**src/rtl/tx_feed_pkg.sv**
```systemverilog
// Shared constants, FSM state encoding and byte-mask helper for the 10G transmit feeder.
// Latency: none (declarations only).
// Backpressure: not applicable.
package tx_feed_pkg;

    localparam logic [63:0] PREAMBLE_SFD = 64'hD5555555555555FB;
    localparam logic [15:0] MIN_FRAME    = 16'd60;

    typedef enum logic [2:0] {
        IDLE,
        LEN_RD,
        LEN_CHK,
        FETCH,
        HOLD,
        GAP,
        DROP
    } feed_state_t;

    // Bit j is set when byte j of a 32-byte word lies below the valid-byte count.
    function automatic logic [31:0] byte_mask(input logic [15:0] vb);
        logic [31:0] m;
        for (int j = 0; j < 32; j++) begin
            m[j] = (16'(j) < vb);
        end
        return m;
    endfunction

endpackage

```
**src/rtl/tx_feed_realign.sv**
```systemverilog
// Builds one output word: low 24 input bytes shifted up behind an 8-byte carry, tail bytes masked.
// Latency: combinational.
// Backpressure: none; the caller decides when the result is captured.
module tx_feed_realign
    import tx_feed_pkg::*;
(
    input  logic [255:0] in_word,
    input  logic [63:0]  carry,
    input  logic [15:0]  vb,
    output logic [255:0] out_word
);

    logic [255:0] raw;
    logic [31:0]  mask;

    // Shift by one lane and zero every byte at or beyond the valid count.
    always_comb begin
        raw      = {in_word[191:0], carry};
        mask     = byte_mask(vb);
        out_word = '0;
        for (int j = 0; j < 32; j++) begin
            out_word[8*j +: 8] = mask[j] ? raw[8*j +: 8] : 8'h00;
        end
    end

endmodule

```
**src/rtl/tx_frame_feed.sv**
```systemverilog
// Pops frames from split length/data FIFOs, prepends preamble/SFD, realigns and feeds the XGMII stage; runt padding under TX_FEED_PAD_EN.
// Latency: rts three cycles after the length pop; each output word held four cycles (first word five).
// Backpressure: none downstream; pops only when the FIFO is non-empty, a starved data pop sets underrun and inserts zeros.
module tx_frame_feed
    import tx_feed_pkg::*;
#(
    parameter int MAX_LEN = 1514,
    parameter int IPG_CYC = 4
) (
    input  logic         clk156,
    input  logic         rst,
    input  logic         len_empty,
    output logic         len_rd,
    input  logic [15:0]  len_dout,
    input  logic         dat_empty,
    output logic         dat_rd,
    input  logic [255:0] dat_dout,
    output logic         rts,
    output logic [255:0] rdata,
    output logic [15:0]  rbytes,
    output logic [31:0]  frame_cnt,
    output logic [15:0]  drop_cnt,
    output logic         underrun
);

    localparam logic [15:0] MAX_LEN_W = 16'(MAX_LEN);
    // The IDLE cycle before the next length pop completes the gap, so GAP itself runs one short.
    localparam logic [7:0]  GAP_LOAD  = (IPG_CYC > 1) ? 8'(IPG_CYC - 1) : 8'd1;

    feed_state_t  state_q, state_d;
    logic [15:0]  len_q, len_d;          // L
    logic [15:0]  lp_q, lp_d;            // L' (padded length)
    logic [15:0]  w_q, w_d;              // output words
    logic [15:0]  wi_q, wi_d;            // input words
    logic [15:0]  k_q, k_d;              // index of the word currently on rdata
    logic [1:0]   phase_q, phase_d;
    logic         lead_q, lead_d;        // extra leading cycle of word 0
    logic [255:0] in_q, in_d;            // next input word waiting for its load
    logic [63:0]  carry_q, carry_d;      // top lane of the previous input word
    logic [15:0]  rem_q, rem_d;          // valid bytes left for the next output word
    logic         pend_q, pend_d;        // a data pop was issued last cycle
    logic [7:0]   gap_q, gap_d;
    logic [15:0]  drop_left_q, drop_left_d;
    logic         rts_q, rts_d;
    logic [255:0] rdata_q, rdata_d;
    logic [15:0]  rbytes_q, rbytes_d;
    logic [31:0]  frame_cnt_q, frame_cnt_d;
    logic [15:0]  drop_cnt_q, drop_cnt_d;
    logic         underrun_q, underrun_d;

    logic         len_bad;
    logic [15:0]  lp_in, w_in, wi_in;
    logic [16:0]  lp_ext, wi_ext;
    logic         pop0, pop_hold, pop_drop;
    logic [255:0] word0;
    logic [255:0] ra_in, ra_out;
    logic [63:0]  ra_carry;
    logic [15:0]  ra_vb;

    function automatic logic [15:0] rem_next(input logic [15:0] r);
        return (r > 16'd32) ? (r - 16'd32) : 16'd0;
    endfunction

    // Decode the length presented in LEN_CHK into padded length and word counts.
    always_comb begin
        len_bad = (len_dout == 16'd0) || (len_dout > MAX_LEN_W);
`ifdef TX_FEED_PAD_EN
        lp_in   = (len_dout < MIN_FRAME) ? MIN_FRAME : len_dout;
`else
        lp_in   = len_dout;
`endif
        lp_ext  = {1'b0, lp_in} + 17'd39;
        wi_ext  = {1'b0, len_dout} + 17'd31;
        w_in    = {4'b0, lp_ext[16:5]};
        wi_in   = {4'b0, wi_ext[16:5]};
    end

    // Word 0 is popped in LEN_CHK so that out[0] is ready together with rts.
    assign pop0     = (state_q == LEN_CHK) && !len_bad;
    assign pop_hold = (state_q == HOLD) && !lead_q && (phase_q == 2'd0) && ((k_q + 16'd1) < wi_q);
    assign pop_drop = (state_q == DROP) && (drop_left_q != 16'd0);
    assign dat_rd   = (pop0 || pop_hold || pop_drop) && !dat_empty;
    assign len_rd   = (state_q == LEN_RD) && !len_empty;
    assign word0    = pend_q ? dat_dout : '0;

    // Realigner input: preamble carry for the first word, stored input and carry afterwards.
    always_comb begin
        ra_in    = in_q;
        ra_carry = carry_q;
        ra_vb    = rem_q;
        if (state_q == FETCH) begin
            ra_in    = word0;
            ra_carry = PREAMBLE_SFD;
            ra_vb    = len_q + 16'd8;
        end
    end

    tx_feed_realign u_realign (
        .in_word  (ra_in),
        .carry    (ra_carry),
        .vb       (ra_vb),
        .out_word (ra_out)
    );

    // Next-state and next-output logic for the feeder FSM, counters and word pipeline.
    always_comb begin
        state_d     = state_q;
        len_d       = len_q;
        lp_d        = lp_q;
        w_d         = w_q;
        wi_d        = wi_q;
        k_d         = k_q;
        phase_d     = phase_q;
        lead_d      = lead_q;
        in_d        = in_q;
        carry_d     = carry_q;
        rem_d       = rem_q;
        pend_d      = 1'b0;
        gap_d       = gap_q;
        drop_left_d = drop_left_q;
        rts_d       = 1'b0;
        rdata_d     = rdata_q;
        rbytes_d    = rbytes_q;
        frame_cnt_d = frame_cnt_q;
        drop_cnt_d  = drop_cnt_q;
        underrun_d  = underrun_q | ((pop0 || pop_hold) && dat_empty);

        case (state_q)
            IDLE: begin
                if (!len_empty) state_d = LEN_RD;
            end
            LEN_RD: begin
                state_d = len_empty ? IDLE : LEN_CHK;
            end
            LEN_CHK: begin
                len_d = len_dout;
                if (len_bad) begin
                    drop_left_d = wi_in;
                    drop_cnt_d  = (drop_cnt_q != 16'hFFFF) ? (drop_cnt_q + 16'd1) : drop_cnt_q;
                    state_d     = DROP;
                end else begin
                    lp_d    = lp_in;
                    w_d     = w_in;
                    wi_d    = wi_in;
                    pend_d  = !dat_empty;
                    state_d = FETCH;
                end
            end
            FETCH: begin
                rdata_d     = ra_out;
                rts_d       = 1'b1;
                rbytes_d    = lp_q + 16'd8;
                frame_cnt_d = frame_cnt_q + 32'd1;
                carry_d     = word0[255:192];
                rem_d       = rem_next(len_q + 16'd8);
                in_d        = '0;
                k_d         = 16'd0;
                phase_d     = 2'd0;
                lead_d      = 1'b1;
                state_d     = HOLD;
            end
            HOLD: begin
                if (lead_q) begin
                    lead_d = 1'b0;
                end else begin
                    phase_d = phase_q + 2'd1;
                    case (phase_q)
                        2'd0: begin
                            // Missing or beyond-Wi words stay zero.
                            in_d   = '0;
                            pend_d = pop_hold && !dat_empty;
                        end
                        2'd1: begin
                            if (pend_q) in_d = dat_dout;
                        end
                        2'd3: begin
                            if (k_q == (w_q - 16'd1)) begin
                                gap_d   = GAP_LOAD;
                                state_d = (IPG_CYC > 1) ? GAP : IDLE;
                            end else begin
                                k_d     = k_q + 16'd1;
                                rdata_d = ra_out;
                                carry_d = in_q[255:192];
                                rem_d   = rem_next(rem_q);
                            end
                        end
                        default: ;
                    endcase
                end
            end
            GAP: begin
                if (gap_q <= 8'd1) state_d = IDLE;
                else               gap_d   = gap_q - 8'd1;
            end
            DROP: begin
                if (drop_left_q == 16'd0)  state_d     = IDLE;
                else if (!dat_empty)       drop_left_d = drop_left_q - 16'd1;
            end
            default: state_d = IDLE;
        endcase
    end

    // State and output registers with synchronous reset.
    always_ff @(posedge clk156) begin
        if (rst) begin
            state_q     <= IDLE;
            len_q       <= '0;
            lp_q        <= '0;
            w_q         <= '0;
            wi_q        <= '0;
            k_q         <= '0;
            phase_q     <= '0;
            lead_q      <= 1'b0;
            in_q        <= '0;
            carry_q     <= '0;
            rem_q       <= '0;
            pend_q      <= 1'b0;
            gap_q       <= '0;
            drop_left_q <= '0;
            rts_q       <= 1'b0;
            rdata_q     <= '0;
            rbytes_q    <= '0;
            frame_cnt_q <= '0;
            drop_cnt_q  <= '0;
            underrun_q  <= 1'b0;
        end else begin
            state_q     <= state_d;
            len_q       <= len_d;
            lp_q        <= lp_d;
            w_q         <= w_d;
            wi_q        <= wi_d;
            k_q         <= k_d;
            phase_q     <= phase_d;
            lead_q      <= lead_d;
            in_q        <= in_d;
            carry_q     <= carry_d;
            rem_q       <= rem_d;
            pend_q      <= pend_d;
            gap_q       <= gap_d;
            drop_left_q <= drop_left_d;
            rts_q       <= rts_d;
            rdata_q     <= rdata_d;
            rbytes_q    <= rbytes_d;
            frame_cnt_q <= frame_cnt_d;
            drop_cnt_q  <= drop_cnt_d;
            underrun_q  <= underrun_d;
        end
    end

    assign rts       = rts_q;
    assign rdata     = rdata_q;
    assign rbytes    = rbytes_q;
    assign frame_cnt = frame_cnt_q;
    assign drop_cnt  = drop_cnt_q;
    assign underrun  = underrun_q;

endmodule
```
**config.mk**
```make
export PLATFORM = sky130hd
export DESIGN_NAME = tx_frame_feed
export DESIGN_NICKNAME = d
export VERILOG_FILES = /design/src/rtl/tx_feed_pkg.sv /design/src/rtl/tx_feed_realign.sv /design/src/rtl/tx_frame_feed.sv
export SDC_FILE = /design/constraint.sdc
export NUM_CORES = 2
export LEC_CHECK = 0
export CAP_MARGIN = 15
export CORE_MARGIN = 8
export CORE_UTILIZATION = 40
export CTS_BUF_LIST = sky130_fd_sc_hd__clkbuf_8
export DETAILED_ROUTE_END_ITERATION = 7
export PLACE_DENSITY = 0.69
export SETUP_SLACK_MARGIN = 0.05
export SLEW_MARGIN = 20
export SYNTH_ARGS = -nofsm -noshare
export SYNTH_HDL_FRONTEND = slang
export SYNTH_SLANG_ARGS = --single-unit
```
**constraint.sdc**
```tcl
create_clock -name clk156 -period 9.2 [get_ports clk156]
set_clock_uncertainty 0.2 [all_clocks]
set_input_delay 1.84 -clock clk156 [delete_from_list [all_inputs] [get_ports clk156]]
set_output_delay 1.84 -clock clk156 [all_outputs]
set_load 0.005 [all_outputs]
```
* Word-level counts from Yosys, hierarchy flattened
Index checks and enable logic that the tools add are counted.
** Storage, ports and cells
- Input port bits :: 276
- Bits in registers :: 761
- Output and inout bits :: 324
- Word-level logic and storage cells :: 211
** Operators by class
- Muxes and demuxes :: 84
- $add $sub $neg :: 13
- Reductions and logical operators :: 32
- Order comparisons :: 37
- Equal/unequal tests :: 23
- Bitwise logic cells :: 2
** Operator list (count)
- $mux 256 :: 6
- $pmux 256 s2 :: 3
- $mux 8 :: 36
- $lt 5x16->1 const A :: 16
- $mux 64 :: 4
- $mux 16 :: 12
- $mux 192 :: 1
- $lt 4x16->1 const A :: 8
- $pmux 64 s2 :: 1
- $pmux 16 s2 :: 3
- $lt 3x16->1 const A :: 4
- $add 16x1->16 const B :: 2
- $add 16x4->16 const B :: 2
- $add 32x1->32 const B :: 1
- $gt 16x6->1 const B :: 2
- $logic_not 16->1 :: 2
- $lt 1x16->1 const A :: 2
- $lt 2x16->1 const A :: 2
- $sub 16x6->16 const B :: 2
- $mux 3 :: 7
- $pmux 3 s7 :: 1
- $add 16x5->17 const B :: 1
- $add 16x6->17 const B :: 1
- $eq 16x16->1 :: 1
- other kinds (36) :: 71

* Depth between registers and ports, before layout
- Word-level depth :: 8
- Depth in mapped cells :: 14
- Mapped depth without buffers :: 13

* Modules after synthesis
From an unflattened synthesis, not the netlist that was laid out.
** Second synthesis, totals
- Cell total of the unflattened synthesis :: 5151
- Area, all modules :: 36724.0 µm²
** Modules (own cells, without submodules)
- tx_frame_feed :: cells each 4810, area an instance 34415.5 µm², instances 1, sequential area each 15234.6 µm²
- tx_feed_realign :: cells each 341, area an instance 2308.5 µm², instances 1, sequential area each 0.0 µm²

* Least setup slack after synthesis
No wires, ideal clock.
- Path kind :: input-to-output
- From :: input len_dout[7]
- To :: output dat_rd
- Path buffers :: 1
- Arrival time :: 3.239 ns
- Required time :: 7.160 ns
- Stages on the path :: 6
- Slack :: 3.921 ns
- Cells stage by stage :: clkbuf_1 nand2_1 o311ai_0 nor2_1 a41oi_1 a21oi_1
** Between the ends
- Longest elaborated chain between the ends :: 7
- Elaborated cells between the ends (all ways) :: 8
- Those cells by class :: order compare (1); reduce/logical (7)
** Ends and longest elaborated chain
- from (decl) :: RTL line tx_frame_feed.sv:14 : input logic [15:0] len_dout,
- $gt 16x11->1 / $logic_not 16->1 (equally long branches) :: RTL line tx_frame_feed.sv:66 : len_bad = (len_dout == 16'd0) || (len_dout > MAX_LEN_W);
- $logic_or 1x1->1 (*) :: RTL line tx_frame_feed.sv:66
- $logic_not 1->1 (*) :: RTL line tx_frame_feed.sv:79 : assign pop0 = (state_q == LEN_CHK) && !len_bad;
- $logic_and 1x1->1 (*) :: RTL line tx_frame_feed.sv:79
- $logic_or 1x1->1 (*) (2 in series) :: RTL line tx_frame_feed.sv:82 : assign dat_rd = (pop0 || pop_hold || pop_drop) && !dat_empty;
- $logic_and 1x1->1 (*) :: RTL line tx_frame_feed.sv:82
- to (decl) :: RTL line tx_frame_feed.sv:16 : output logic dat_rd,
Mark *: on every way between the ends. The rest lies on a longest branch, timed or not.

* Worst setup path in the final report
- From :: input len_dout[11]
- To :: output dat_rd
The elaborated chain is that of the path after synthesis.

==> metrics.txt <==
status=finished clean; Max FO, Critical Path=42; Area Growth Syn to Fin=27.7%; Power Dens Cells=218 mW/mm²; Psw=3.45 mW; Iteration-0 DRC Markers=2,676; fin. max-slew vios=0; RSZ-0062 raised after global routing=no; Startpoint Class=input pin; Chip Width=302 µm; Hold/Removal Path Class=register to register; die area=0.0915 mm²; CP endpoint kind=primary output; H-tree levels=4; post-placement setup slack=2.19 ns; # Max-Cap Violations=0; Least-Margin Pin Slew=1.20 ns; Max Fclk=0.143 GHz; CTS resizes=0; Worst Path Class, Setup=input pin to primary output; Num CTS Buffers=135; TritonCTS clock tree=built; number of synthesized flops with an enable pin=0; Slowest-stage cell, CP=or4_1; hpwl dp=76,600 µm; Worst EP arrival=4.97 ns; grt ovf=0; IO buf count=599; largest net degree at the start of global routing=188; fin crit share=0.762; Distinct cells, synth=80; Rel. slew slack=0.194; Via density=5.55; chip height=302 µm; io pins=600; hold_sp=rdata[147]; switch share=0.376; Fin Setup TNS=0 ns; Worst EP required=7.16 ns; initial antenna violation count=22; VDD IR max=0.284 mV; Routed Antenna Nets=0; Final setup viols=0; Final nets=4,859; crit-path cells=clkdlybuf4s50_1 > or4_1 > nor3_1 > o311ai_0 > buf_4 > nor2_4 > buf_4 > a41oi_1 > a21oi_1 > clkdlybuf4s50_1; sequential power share=0.393; routed len/inst=20.5 µm; average size of a mapped cell=7.95 µm²; clk_lat worst skew=0.77 ns; Cells after Synth=4,128; Max Root-Sink Buffers=3; Clock Power Share=0.342; Synth Warn #=0; Async SR Flop Fraction=0; Bufs and invs on worst path=4; Lkg Pwr=14.9 nW; via count=31.9k; synthesized area=0.0328 mm²; logic gate share of total power=0.266; Synthesized Nets=4,429; CP delay by family, top=buffers and inverters; Total Routing Usage GR=0.245; CTS clock-pin slew for the worst setup and hold paths=0.05 ns; # rows=105; First-pass DRT Iterations=6; Final Wtd Congestion=0.874; Starting Density=0.402; vias in the first global route=30.0k; final wirelength=118,000 µm; # Post-CTS Setup Buffers=0; flops & latches, synth=761; register area share after synthesis=0.464; clock tree root buffer cell=clkbuf_8; DRC=0; max incr delay on CP=0.54 ns; first-pass GRT wire length=179,000 µm; hold bufs inserted after CTS=0; Setup WS post-layout=2.19 ns; Final Critical Period=7.01 ns; worst r2r src=w_q[2]; register-to-register setup slack=4.16 ns; Final Hold Fails=0; most frequently used flop master after synthesis=dfxtp_1; share of cells above drive strength 1=0.0575; Critical Path Start=len_dout[11]; # clock sinks=761; Int Pwr=5.71 mW; Placeable Area=0.0817 mm²
==> metrics by stage <==
step / area [µm²] / power [mW] / util / hold WS [ns] / instances
2_1_floorplan: 32800 / 5.14 / - / 0.230 / 4128
3_3_place_gp: 39200 / 6.09 / 0.480 / 0.234 / 5491
3_5_place_dp: 39200 / 6.10 / 0.480 / 0.241 / 5491
4_1_cts: 41900 / 9.24 / 0.513 / 0.249 / 5729
5_1_grt: 41900 / 9.61 / 0.513 / 0.263 / 5741
6_report: 41900 / 9.16 / 0.513 / 0.243 / 5746
==> synthesized netlist by cell type (all sizes together), types with 48 or more instances <==
library cell | instances | share of area
a21oi | 399 | 0.061
a22o | 126 | 0.034
a311oi | 69 | 0.018
a32o | 57 | 0.017
and3 | 48 | 0.0091
clkbuf | 298 | 0.034
dfxtp | 761 | 0.46
nand2 | 859 | 0.098
nand3 | 555 | 0.085
nor2 | 273 | 0.031
nor3 | 56 | 0.0095
o21ai | 116 | 0.018
xnor2 | 49 | 0.013
xor2 | 63 | 0.017
==> final timing paths <==
| path | endpoint | cells after the start |
|---|---|---|
| setup / recovery | dat_rd | 10 |
| hold / removal | rdata[147] | 2 |
| setup reg to reg | rdata[173] | 8 |
| hold reg to reg | rdata[147] | 2 |
==> registers in the layout, summed over array words and instances, names as in the netlist, 3 cells and up <==
register and cells:
in_q 256, rdata 256, carry_q 64, frame_cnt 32
drop_cnt 16, drop_left_q 16, k_q 16, len_q 16
lp_q 16, rbytes 16, rem_q 16, w_q 12
wi_q 12, gap_q 8, state_q 3
==> layout make-up <==
type                       count  area [µm²]
clock inverter                77         473
inverter                      35         131
multi-input combinational   2986       16100
fill                        7784       39800
sequential                   761       15200
tap                         1070        1340
antenna                       17        42.5
clock buffer                 161        2220
timing repair buffer         639        6350
==> worst min-delay path: stages (launching register included) <==
cell and delay (ns):
dfxtp_1 0.30, nand2_1 0.05, o21ai_1 0.05
==> kinds of logic after synthesis <==
family / count (synthesis) / synth area share
AND/OR/NAND/NOR: 1932 / 0.262
flip-flops: 761 / 0.464
buffers and inverters: 381 / 0.0480
XOR/XNOR: 112 / 0.0299
multiplexers: 25 / 0.00766
AO/OA/AOI/OAI: 892 / 0.179
adder cells (fa/ha/maj): 25 / 0.00953
==> routing by layer <==
layer,track usage,vias up,wire (µm)
met3,0.0723,238,10100
li1,-,15300,-
met2,0.392,1160,54900
met5,0,-,86
met4,0.0951,12,4060
met1,0.309,15200,48800
==> cells in the final DEF (no fill, tap or decap), drive strengths merged, types with 6 or more instances in the layout <==
| master | count |
|---|---|
| and2 | 21 |
| o21a | 11 |
| a22o | 126 |
| o31ai | 12 |
| nor3b | 6 |
| nand2 | 859 |
| nand2b | 10 |
| or4 | 9 |
| or3 | 23 |
| nand3 | 555 |
| xor2 | 63 |
| nor2 | 273 |
| and3 | 48 |
| clkbuf | 161 |
| a311oi | 69 |
| a22oi | 8 |
| ha | 25 |
| nor4 | 15 |
| nor3 | 56 |
| xnor2 | 49 |
| a21oi | 399 |
| inv | 94 |
| buf | 41 |
| a31oi | 10 |
| dfxtp | 761 |
| mux2i | 24 |
| nor2b | 12 |
| clkdlybuf4s50 | 598 |
| diode | 17 |
| a211oi | 24 |
| a32o | 57 |
| o21ai | 116 |
| o211ai | 12 |
| nand4 | 24 |
| clkinv | 13 |
==> power by group through the flow <==
stage	clock network (mW)	logic (mW)	registers, mW
floorplan	0	1.52	3.62
global placement	0	2.43	3.66
detailed placement	0	2.43	3.66
CTS	3.21	2.44	3.59
global route	3.36	2.63	3.62
finish	3.13	2.43	3.59
Note: power is estimated with default switching activity, not from simulation.
